===== src/rtl/nibble_serial_adder.sv =====
// nibble_serial_adder: WIDTH-bit adder built on one 4-bit adder, one nibble per clock.
// Optional subtract mode (port i_sub) is enabled by defining SERIAL_ADDER_SUB_EN.

module adder_4bit (
  input  logic [3:0] i_a,
  input  logic [3:0] i_b,
  input  logic       i_c,
  output logic [3:0] o_s,
  output logic       o_c
);
  assign {o_c, o_s} = {1'b0, i_a} + {1'b0, i_b} + {4'b0, i_c};
endmodule

module nibble_serial_adder #(
  parameter int WIDTH = 16
) (
  input  logic             i_clk,
  input  logic             i_rst_n,
  input  logic             i_valid,
  output logic             o_ready,
  input  logic [WIDTH-1:0] i_op1,
  input  logic [WIDTH-1:0] i_op2,
  input  logic             i_carry,
`ifdef SERIAL_ADDER_SUB_EN
  input  logic             i_sub,
`endif
  output logic             o_valid,
  input  logic             i_ready,
  output logic [WIDTH-1:0] o_sum,
  output logic             o_carry
);

  localparam int NIB = WIDTH / 4;
  localparam int CW  = (NIB > 1) ? $clog2(NIB) : 1;
  localparam logic [CW-1:0] LAST = CW'(NIB - 1);

  if ((WIDTH % 4) != 0 || WIDTH < 4) begin : g_bad_width
    $error("nibble_serial_adder: WIDTH must be a multiple of 4 and >= 4");
  end

  typedef enum logic [1:0] {
    IDLE,
    RUN,
    DONE
  } state_t;

  state_t           state_q, state_d;
  logic [CW-1:0]    cnt_q, cnt_d;
  logic [WIDTH-1:0] op1_q, op1_d;
  logic [WIDTH-1:0] op2_q, op2_d;
  logic             carry_q, carry_d;
  logic [WIDTH-1:0] sum_q, sum_d;
  logic             cout_q, cout_d;

  logic [CW+1:0]    base;
  logic [3:0]       nib_s;
  logic             nib_c;

  assign base = {cnt_q, 2'b00};

  adder_4bit u_add (
    .i_a (op1_q[base +: 4]),
    .i_b (op2_q[base +: 4]),
    .i_c (carry_q),
    .o_s (nib_s),
    .o_c (nib_c)
  );

  // next-state, datapath update and handshake outputs
  always_comb begin
    state_d = state_q;
    cnt_d   = cnt_q;
    op1_d   = op1_q;
    op2_d   = op2_q;
    carry_d = carry_q;
    sum_d   = sum_q;
    cout_d  = cout_q;
    o_ready = 1'b0;
    o_valid = 1'b0;
    unique case (state_q)
      IDLE: begin
        o_ready = 1'b1;
        if (i_valid) begin
          op1_d   = i_op1;
`ifdef SERIAL_ADDER_SUB_EN
          op2_d   = i_sub ? ~i_op2 : i_op2;
          carry_d = i_sub ? 1'b1 : i_carry;
`else
          op2_d   = i_op2;
          carry_d = i_carry;
`endif
          cnt_d   = '0;
          state_d = RUN;
        end
      end
      RUN: begin
        sum_d[base +: 4] = nib_s;
        carry_d = nib_c;
        if (cnt_q == LAST) begin
          cnt_d   = '0;
          cout_d  = nib_c;
          state_d = DONE;
        end else begin
          cnt_d = cnt_q + CW'(1);
        end
      end
      DONE: begin
        o_valid = 1'b1;
        if (i_ready) state_d = IDLE;
      end
      default: state_d = IDLE;
    endcase
  end

  // state and datapath registers
  always_ff @(posedge i_clk or negedge i_rst_n) begin
    if (!i_rst_n) begin
      state_q <= IDLE;
      cnt_q   <= '0;
      op1_q   <= '0;
      op2_q   <= '0;
      carry_q <= 1'b0;
      sum_q   <= '0;
      cout_q  <= 1'b0;
    end else begin
      state_q <= state_d;
      cnt_q   <= cnt_d;
      op1_q   <= op1_d;
      op2_q   <= op2_d;
      carry_q <= carry_d;
      sum_q   <= sum_d;
      cout_q  <= cout_d;
    end
  end

  assign o_sum   = sum_q;
  assign o_carry = cout_q;

endmodule

===== config.mk =====
export PLATFORM = sky130hd
export DESIGN_NAME = nibble_serial_adder
export DESIGN_NICKNAME = d
export VERILOG_FILES = /design/src/rtl/nibble_serial_adder.sv
export SDC_FILE = /design/constraint.sdc
export NUM_CORES = 1
export LEC_CHECK = 0
export CAP_MARGIN = 20
export CORE_MARGIN = 1.5
export CORE_UTILIZATION = 50
export CTS_CLUSTER_SIZE = 16
export DETAILED_ROUTE_END_ITERATION = 10
export PLACE_DENSITY = 0.85
export SYNTH_ARGS = -nofsm -noshare
export SYNTH_HDL_FRONTEND = slang
export SYNTH_SLANG_ARGS = --single-unit

===== constraint.sdc =====
create_clock -name i_clk -period 3.6 [get_ports i_clk]
set_clock_uncertainty 0.05 [all_clocks]
set_input_delay 0.72 -clock i_clk [delete_from_list [all_inputs] [get_ports i_clk]]
set_output_delay 0.72 -clock i_clk [all_outputs]
set_load 0.01 [all_outputs]

Word level (Yosys, flattened, before mapping)
Cells that the tools add are included.
- reductions and logical operators: 6
- shifts and indexed selects: 4
- add/sub/neg operators: 4
- muxes and demuxes: 12
- equality and inequality tests: 6
- operators with widths (kind ; number):
    variable part select 16 x 5 -> 4 bit ; 2
    bitwise mux 16 bit ; 1
    variable shift 4 x 6 -> 16 bit (first input constant) ; 1
    variable part select 4 x 6 -> 16 bit ; 1
    two-way mux 2 bit ; 5
    inequality test 2 bit (second input constant) ; 3
    negation 4 -> 6 bit ; 1
    one-hot mux 2 bit (3 select lines) ; 1
    AND reduction 2 bit ; 3
    adder 4 x 4 -> 5 bit ; 1
    adder 5 x 1 -> 5 bit ; 1
    == test 2 bit (second input constant) ; 2
    one-hot mux 2 bit (2 select lines) ; 1
    two-way mux 1 bit ; 3
    AND reduction 3 bit ; 1
    adder 2 x 1 -> 2 bit (second input constant) ; 1
    == test 2 x 1 -> 1 bit (second input constant) ; 1
    logical NOT 2 bit ; 1
    one-hot mux 1 bit (2 select lines) ; 1
    nonzero test 2 bit ; 1
- flip-flop bits (word level): 54
- bits of input ports: 37

Logic depth before layout (Yosys ltp)
Gate-level depths: netlist (run 1).
- depth after elaboration: 5
- depth in mapped cells: 7
- gate-level depth less buffers: 6

Cells and area by module
A second synthesis (run 1) with hierarchy kept.
- cell total of the unflattened synthesis: 188
- area, all modules: 2577.5 sq um
- by module, submodules not included (module ; times used ; area each (sq um) ; sequential area each (sq um) ; cells each):
    nibble_serial_adder ; 1 ; 2433.6 ; 1351.3 ; 172
    adder_4bit ; 1 ; 143.9 ; 0.0 ; 16

Worst setup path after synthesis (run 1)
Ideal clock, no wire load.
- path type: register to register
- start point: register cnt_q[0]
- end point: register sum_q[10], in the netlist o_sum[10]
- path buffers: 1
- required time: 3.429 ns
- data arrival time: 2.493 ns
- slack: 0.936 ns
- library setup time: 0.121 ns
- cell stages (with the launch flop): 8
- period minus slack after synthesis: 2.664 ns
- path through: dfrtp_1 -> buf_4 -> mux4_2 -> fa_1 -> fa_1 -> xnor2_1 -> inv_1 -> a22o_1
- word-level cells in the longest chain between the ends: 5
- elaborated cells on any way between the ends: 8
- classes of those cells: 3 x add/sub; 4 x shift; 1 x mux
- ends and longest elaborated chain (element ; line ; source):
    start: declaration ; 48 ; logic [CW-1:0] cnt_q, cnt_d;
    start signal: assignment ; 127 ; cnt_q <= cnt_d;
    variable part select 16 x 5 -> 4 bit (on tied branches) ; 62, 63 ;
    adder 4 x 4 -> 5 bit ; 11 ; assign {o_c, o_s} = {1'b0, i_a} + {1'b0, i_b} + {4'b0, i_c};
    adder 5 x 1 -> 5 bit ; 11 ;
    variable part select 4 x 6 -> 16 bit ; 97 ; sum_d[base +: 4] = nib_s;
    bitwise mux 16 bit * ; 97 ;
    end signal: assignment ; 131 ; sum_q <= sum_d;
    end: declaration ; 52 ; logic [WIDTH-1:0] sum_q, sum_d;
Mark *: on every way between the ends. The rest lies on a longest branch, timed or not.
A chain may end at the register's enable or synchronous reset.

Final worst setup path (run 1)
Ends and elaborated chain as after synthesis.

==> results.py, run 1 <==
metrics = {
    "sta": {
        "setup_viol": 0,
        "drv_slew": 0,
        "layout_setup_ws_ps": 844,
        "fmax_mhz": 363,
        "relSlewSlack_pct": 41.5,
        "rsz0062_at_grt": "false",
        "min_period_ps": 2760,
        "fin_setup_tns_ps": 0,
        "tightest_slew_ps": 878,
        "hold_violations": 0,
        "fin_crit_sh_pct": 76.6,
    },
    "hold_path": {
        "min_path_type": "flip-flop to flip-flop",
    },
    "global_routing": {
        "globalRouteTotalUtil_pct": 19.0,
        "grt_first_pass_wirelength_mm": 7.85,
        "grt-ovfl-total": 0,
        "antenna_found_initial": 0,
        "grt_pass1_vias": 1609,
        "grt_max_degree": 41,
    },
    "placed_design": {
        "dp_hpwl_mm": 3.52,
        "gp_congestion": 0.893,
        "port_buffers": 55,
        "place_ws_ps": 851,
    },
    "detailed_routing": {
        "dr.pass1.iters": 4,
        "initialDrtViolationCount": 71,
        "drc": 0,
        "detail-route-antenna-nets": 0,
        "drt-total-wl_mm": 4.61,
        "wire_per_inst_um": 15.7,
        "viasPerCell": 5.38,
        "vias": 1582,
    },
    "yosys": {
        "synth_area_um2": 2520,
        "yosys_register_bits": 54,
        "syn-num-nets": 215,
        "synth_top_area_share_pct": 53.6,
        "synth_xor_area_share_pct": 0.695,
        "ys_types": 34,
        "synthSimpleGateAreaFrac_pct": 6.16,
        "synth.area.mux_share_pct": 21.6,
        "synth_cells": 167,
        "synth_fa_ha_area_share_pct": 6.06,
        "avgSynthCellArea_um2": 15.1,
        "synth.area.top_cells": "dfrtp_1 (54%), mux2_2 (13%), mux4_2 (6.3%)",
        "synth_sequential_area_ratio_pct": 53.6,
        "synth_top_cell_by_area": "dfrtp_1",
        "synth_compound_area_share_pct": 8.59,
        "synth_top_family_by_area": "multiplexers",
        "yosys_warnings": 0,
    },
    "floorplanning": {
        "rows": 25,
        "dieArea_um2": 5470,
        "start_util_pct": 52.7,
        "io_pins": 56,
        "die_y_um": 74.0,
        "coreArea_um2": 4790,
        "die_x_um": 74.0,
    },
    "cts": {
        "clockBufferDepth": 2,
        "cts_root_buf": "clkbuf_8",
        "cts-resized-gates": 0,
        "post-cts-setup-buffer-count": 0,
        "postCtsHoldBufs": 0,
        "cts_tree": "done",
        "cts_made_buffers": 5,
        "clock_latency_ps": 300,
        "cts_sinks": 54,
        "clkTransAtPathRegs_ps": 90,
        "htreeDepth": 2,
    },
    "power": {
        "p_per_area_nw_per_um2": 943,
        "leakage_uw": 0.00138,
        "irDropWorstVdd_v": 0.000479,
    },
    "layout": {
        "area_growth_pct": 28.3,
        "antennaDiodeCount": 0,
        "drive_above_1_share_pct": 26.0,
        "nets": 274,
    },
    "flow_run": {
        "drv_cap": 0,
    },
    "worst_setup_path": {
        "critPathKind": "flip-flop to flip-flop",
        "required_ps": 3750,
        "startpoint_type": "flip-flop",
        "crit_path_end_kind": "flip-flop",
        "cp.arrival_ps": 2910,
        "cp_max_fo": 8,
        "r2r_slack_ps": 840,
    },
    "outcome": {
        "outcome": "complete, no violations",
    },
}
[layout by cell type, fill, tap and decap left out, types with 2 or more instances in the layout]
master           count
nor2_1               3
a21o_1               2
a21oi_1              3
a22o_1              15
o31ai_1              3
clkbuf_8             8
mux2_1               2
mux4_2               7
nor4_4               2
mux2_2              30
buf_4                4
nand2_4              2
ha_1                 9
nand2_1              5
fa_1                 2
xnor2_1              2
clkdlybuf4s50_1     54
inv_1                4
dfrtp_1             54
[cell usage after synthesis]
cell and n:
o21ai_0 1, nor2_2 1, nor2b_2 1, inv_2 1, mux4_2 7, a22o_1 15
and2b_1 1, o21bai_1 1, nor4_4 2, o31ai_1 3, mux4_1 1, or3_1 1
nor2_1 3, nand2_1 5, buf_4 2, nor3b_2 1, or2b_1 1, a22oi_1 1
o22ai_1 1, dfrtp_1 54, a21oi_1 3, mux2_1 2, xnor2_1 2, inv_1 4
nand2_2 1, clkbuf_1 1, nand3_1 1, mux2_2 30, nand2_4 2, buf_6 4
a31oi_1 1, ha_1 9, fa_1 2, a21o_1 2
[power by group]
group	internal, uW	total (uW)	switching [uW]	leakage [uW]
registers	883	1070	187	0.000668
clock network	194	384	190	0.0000575
logic	830	1590	763	0.000656
[metrics by stage]
stage	total power, uW	instances	utilization, %	cell area [um^2]	hold WS, ps
3_5_place_dp	2700	286	65.2	3120	424
5_1_grt	3290	294	67.5	3230	468
6_report	3050	294	67.5	3230	442
4_1_cts	3080	294	67.5	3230	445
3_3_place_gp	2650	286	65.2	3120	414
2_1_floorplan	2230	167	-	2520	374
[sequential cells by signal, summed over array words and instances, names as in the netlist]
name	flops
op1_q	16
o_carry	1
o_sum	16
state_q	2
op2_q	16
carry_q	1
cnt_q	2
[logic make-up after synthesis]
logic type	count (synthesis)
multiplexers	40
buffers and inverters	12
AO/OA/AOI/OAI	28
adder cells (fa/ha/maj)	11
XOR/XNOR	2
AND/OR/NAND/NOR	20
flip-flops	54
[layer usage]
metal / wire length, um / track usage, % / vias up
li1: - / - / 737
met1: 2020 / 25.8 / 789
met2: 2320 / 31.0 / 52
met3: 222 / 4.20 / 4
met4: 42 / 5.14 / 0
met5: 0 / 0 / -
[critical path: stages, from the launching register on]
cell,delay (ps)
dfrtp_1,600
mux4_2,580
fa_1,440
fa_1,410
xnor2_1,270
inv_1,90
a22o_1,210
[worst paths after layout]
path	start	to	depth (start not counted)
min reg2reg	op1_q[13]	op1_q[13]	1
max reg2reg	cnt_q[0]	o_sum[10]	6
max	cnt_q[0]	o_sum[10]	6
max in group asynchronous	i_rst_n	op1_q[9]	2
min in group asynchronous	i_rst_n	o_sum[0]	1
min	op1_q[13]	op1_q[13]	1
[area by class of cell]
type,instances,area [um^2]
Inverter,5,18.8
Tap cell,67,83.8
Sequential cell,54,1350
Multi-Input combinational cell,101,1090
Clock buffer,8,110
Timing Repair Buffer,59,576
Fill cell,347,1550
No activity file was read; power rests on OpenSTA's default activity.
==> inputs of run 2 (changes only) <==
- clock period: 3.6 -> 2.6 ns (I/O delays scaled with it)
==> results.py, run 2 (synthesized netlist as in run 1, its figures left out) <==
metrics = {
    "placed_design": {
        "port_buffers": 55,
        "dp_hpwl_mm": 3.55,
        "gp_congestion": 0.791,
    },
    "detailed_routing": {
        "drc": 0,
        "dr.pass1.iters": 4,
        "viasPerCell": 5.31,
        "drt-total-wl_mm": 4.62,
        "vias": 1566,
        "detail-route-antenna-nets": 0,
        "wire_per_inst_um": 15.7,
        "initialDrtViolationCount": 45,
    },
    "worst_setup_path": {
        "critical-path-top-delay-family": "adder cells",
        "required_ps": 2720,
        "startpoint_type": "flip-flop",
        "critPathKind": "flip-flop to flip-flop",
        "crit_path_end_kind": "flip-flop",
        "cp_max_fo": 3,
        "cp.buffers_inverters": 0,
        "worst_path_max_delay_cell": "mux4_2",
        "max_stage_delay_ps": 530,
        "crit_path_frequent_cell": "fa_1",
        "cp.arrival_ps": 2620,
        "crit_chain": "mux4_2 -> fa_1 -> fa_1 -> a21o_1 -> a21oi_1 -> a31oi_1",
    },
    "cts": {
        "cts_sinks": 54,
        "htreeDepth": 2,
        "clkTransAtPathRegs_ps": 90,
        "post-cts-setup-buffer-count": 0,
        "clockBufferDepth": 2,
        "cts_made_buffers": 5,
        "cts_root_buf": "clkbuf_8",
        "clock_latency_ps": 300,
        "cts_tree": "done",
    },
    "global_routing": {
        "grt-ovfl-total": 0,
        "globalRouteTotalUtil_pct": 19.2,
        "antenna_found_initial": 0,
        "grt_pass1_vias": 1614,
        "grt_max_degree": 37,
        "grt_first_pass_wirelength_mm": 7.81,
    },
    "layout": {
        "final_common_cell": "clkdlybuf4s50_1",
        "multiInputGateArea_um2": 1100,
        "regArea_um2": 1350,
        "drive_above_1_share_pct": 27.2,
        "nets": 275,
        "fill_cells": 353,
        "area_growth_pct": 30.7,
        "layout_common_cells": "clkdlybuf4s50_1 (54), dfrtp_1 (53), mux2_2 (30)",
        "final_util_pct": 68.8,
        "antennaDiodeCount": 0,
    },
    "power": {
        "leakage_uw": 0.00141,
        "comb_power_share_pct": 52.3,
        "power_switching_uw": 1630,
        "irDropWorstVdd_v": 0.000685,
        "cell_internal_pwr_uw": 2840,
        "p_sw_share_pct": 36.4,
        "seqPwrFrac_pct": 32.6,
        "clkPwrFrac_pct": 15.1,
        "p_per_area_nw_per_um2": 1360,
    },
    "sta": {
        "fin_hold_ws_ps": 106,
        "fin_crit_sh_pct": 96.2,
        "relSlewSlack_pct": 65.9,
        "tightest_slew_ps": 510,
        "drv_slew": 0,
        "hold_violations": 0,
        "fin_setup_tns_ps": 0,
        "rsz0062_at_grt": "false",
        "min_period_ps": 2500,
        "fmax_mhz": 400,
        "setup_viol": 0,
    },
    "floorplanning": {
        "io_pins": 56,
        "dieArea_um2": 5470,
        "die_y_um": 74.0,
        "die_x_um": 74.0,
        "coreArea_um2": 4790,
        "start_util_pct": 52.7,
        "rows": 25,
    },
    "outcome": {
        "outcome": "complete, no violations",
    },
    "hold_path": {
        "min_path_type": "input pin to asynchronous set/reset pin",
    },
    "flow_run": {
        "drv_cap": 0,
    },
}
## run 2: changes by cell type in the layout (fill, tap and decap cells not counted), sizes merged
cell,before,now
clkbuf,8,6
buf,5,6
bufinv,0,2
## run 2: worst paths after layout
check	startpoint	endpoint	slack [ps]	cells after the start
max in group asynchronous	i_rst_n	cnt_q[0]	1790	2
max reg2reg	cnt_q[0]	o_carry	100	6
max	cnt_q[0]	o_carry	100	6
min in group i_clk	op1_q[12]	op1_q[12]	440	1
min	i_rst_n	o_sum[7]	110	1
min reg2reg	op1_q[12]	op1_q[12]	440	1
## run 2: cell type report
cell class              count  share of cell area [%]
inverters                   5                   0.570
well taps                  67                    2.55
repair buffers             60                    18.1
clock inverters             2                    1.82
multi-input cells         101                    33.4
flip-flops and latches     54                    41.1
clock buffers               6                    2.51
## run 2: worst register-to-register path: cells and delay by family, from the launching register on
kind | cells | cell delay [ps]
compound gates | 3 | 480
fa+ha+maj | 2 | 890
flops | 1 | 410
mux | 1 | 530
## run 2: metrics by stage
stage / cell area (um^2) / total power [uW] / setup slack (ps) / std cells
floorplan: 2520 / 3100 / 23.1 / 167
global placement: 3140 / 3680 / 134 / 287
detailed placement: 3140 / 3780 / 50.4 / 287
CTS: 3290 / 4460 / 30.8 / 295
global route: 3290 / 4770 / 35.1 / 295
finish: 3290 / 4470 / 99.9 / 295
## run 2: what timing repair did
action,4_1_cts,5_1_grt
hold endpoints to repair,0,0
hold buffers,0,0
setup endpoints to repair,0,2
resized for setup,0,1
## run 2: power groups by stage
stage | Clock, uW | Combinational (uW) | Sequential, uW
2_1_floorplan | 0 | 1660 | 1440
3_3_place_gp | 0 | 2220 | 1460
3_5_place_dp | 0 | 2300 | 1480
4_1_cts | 689 | 2310 | 1460
5_1_grt | 717 | 2550 | 1500
6_report | 674 | 2340 | 1460
## run 2: metal layers
metal  global-route usage [%]  part of all wire [%]
met5                        0                     0
met4                     4.94                  0.78
met3                     4.88                   4.5
met2                     32.3                    50
met1                     25.1                    44
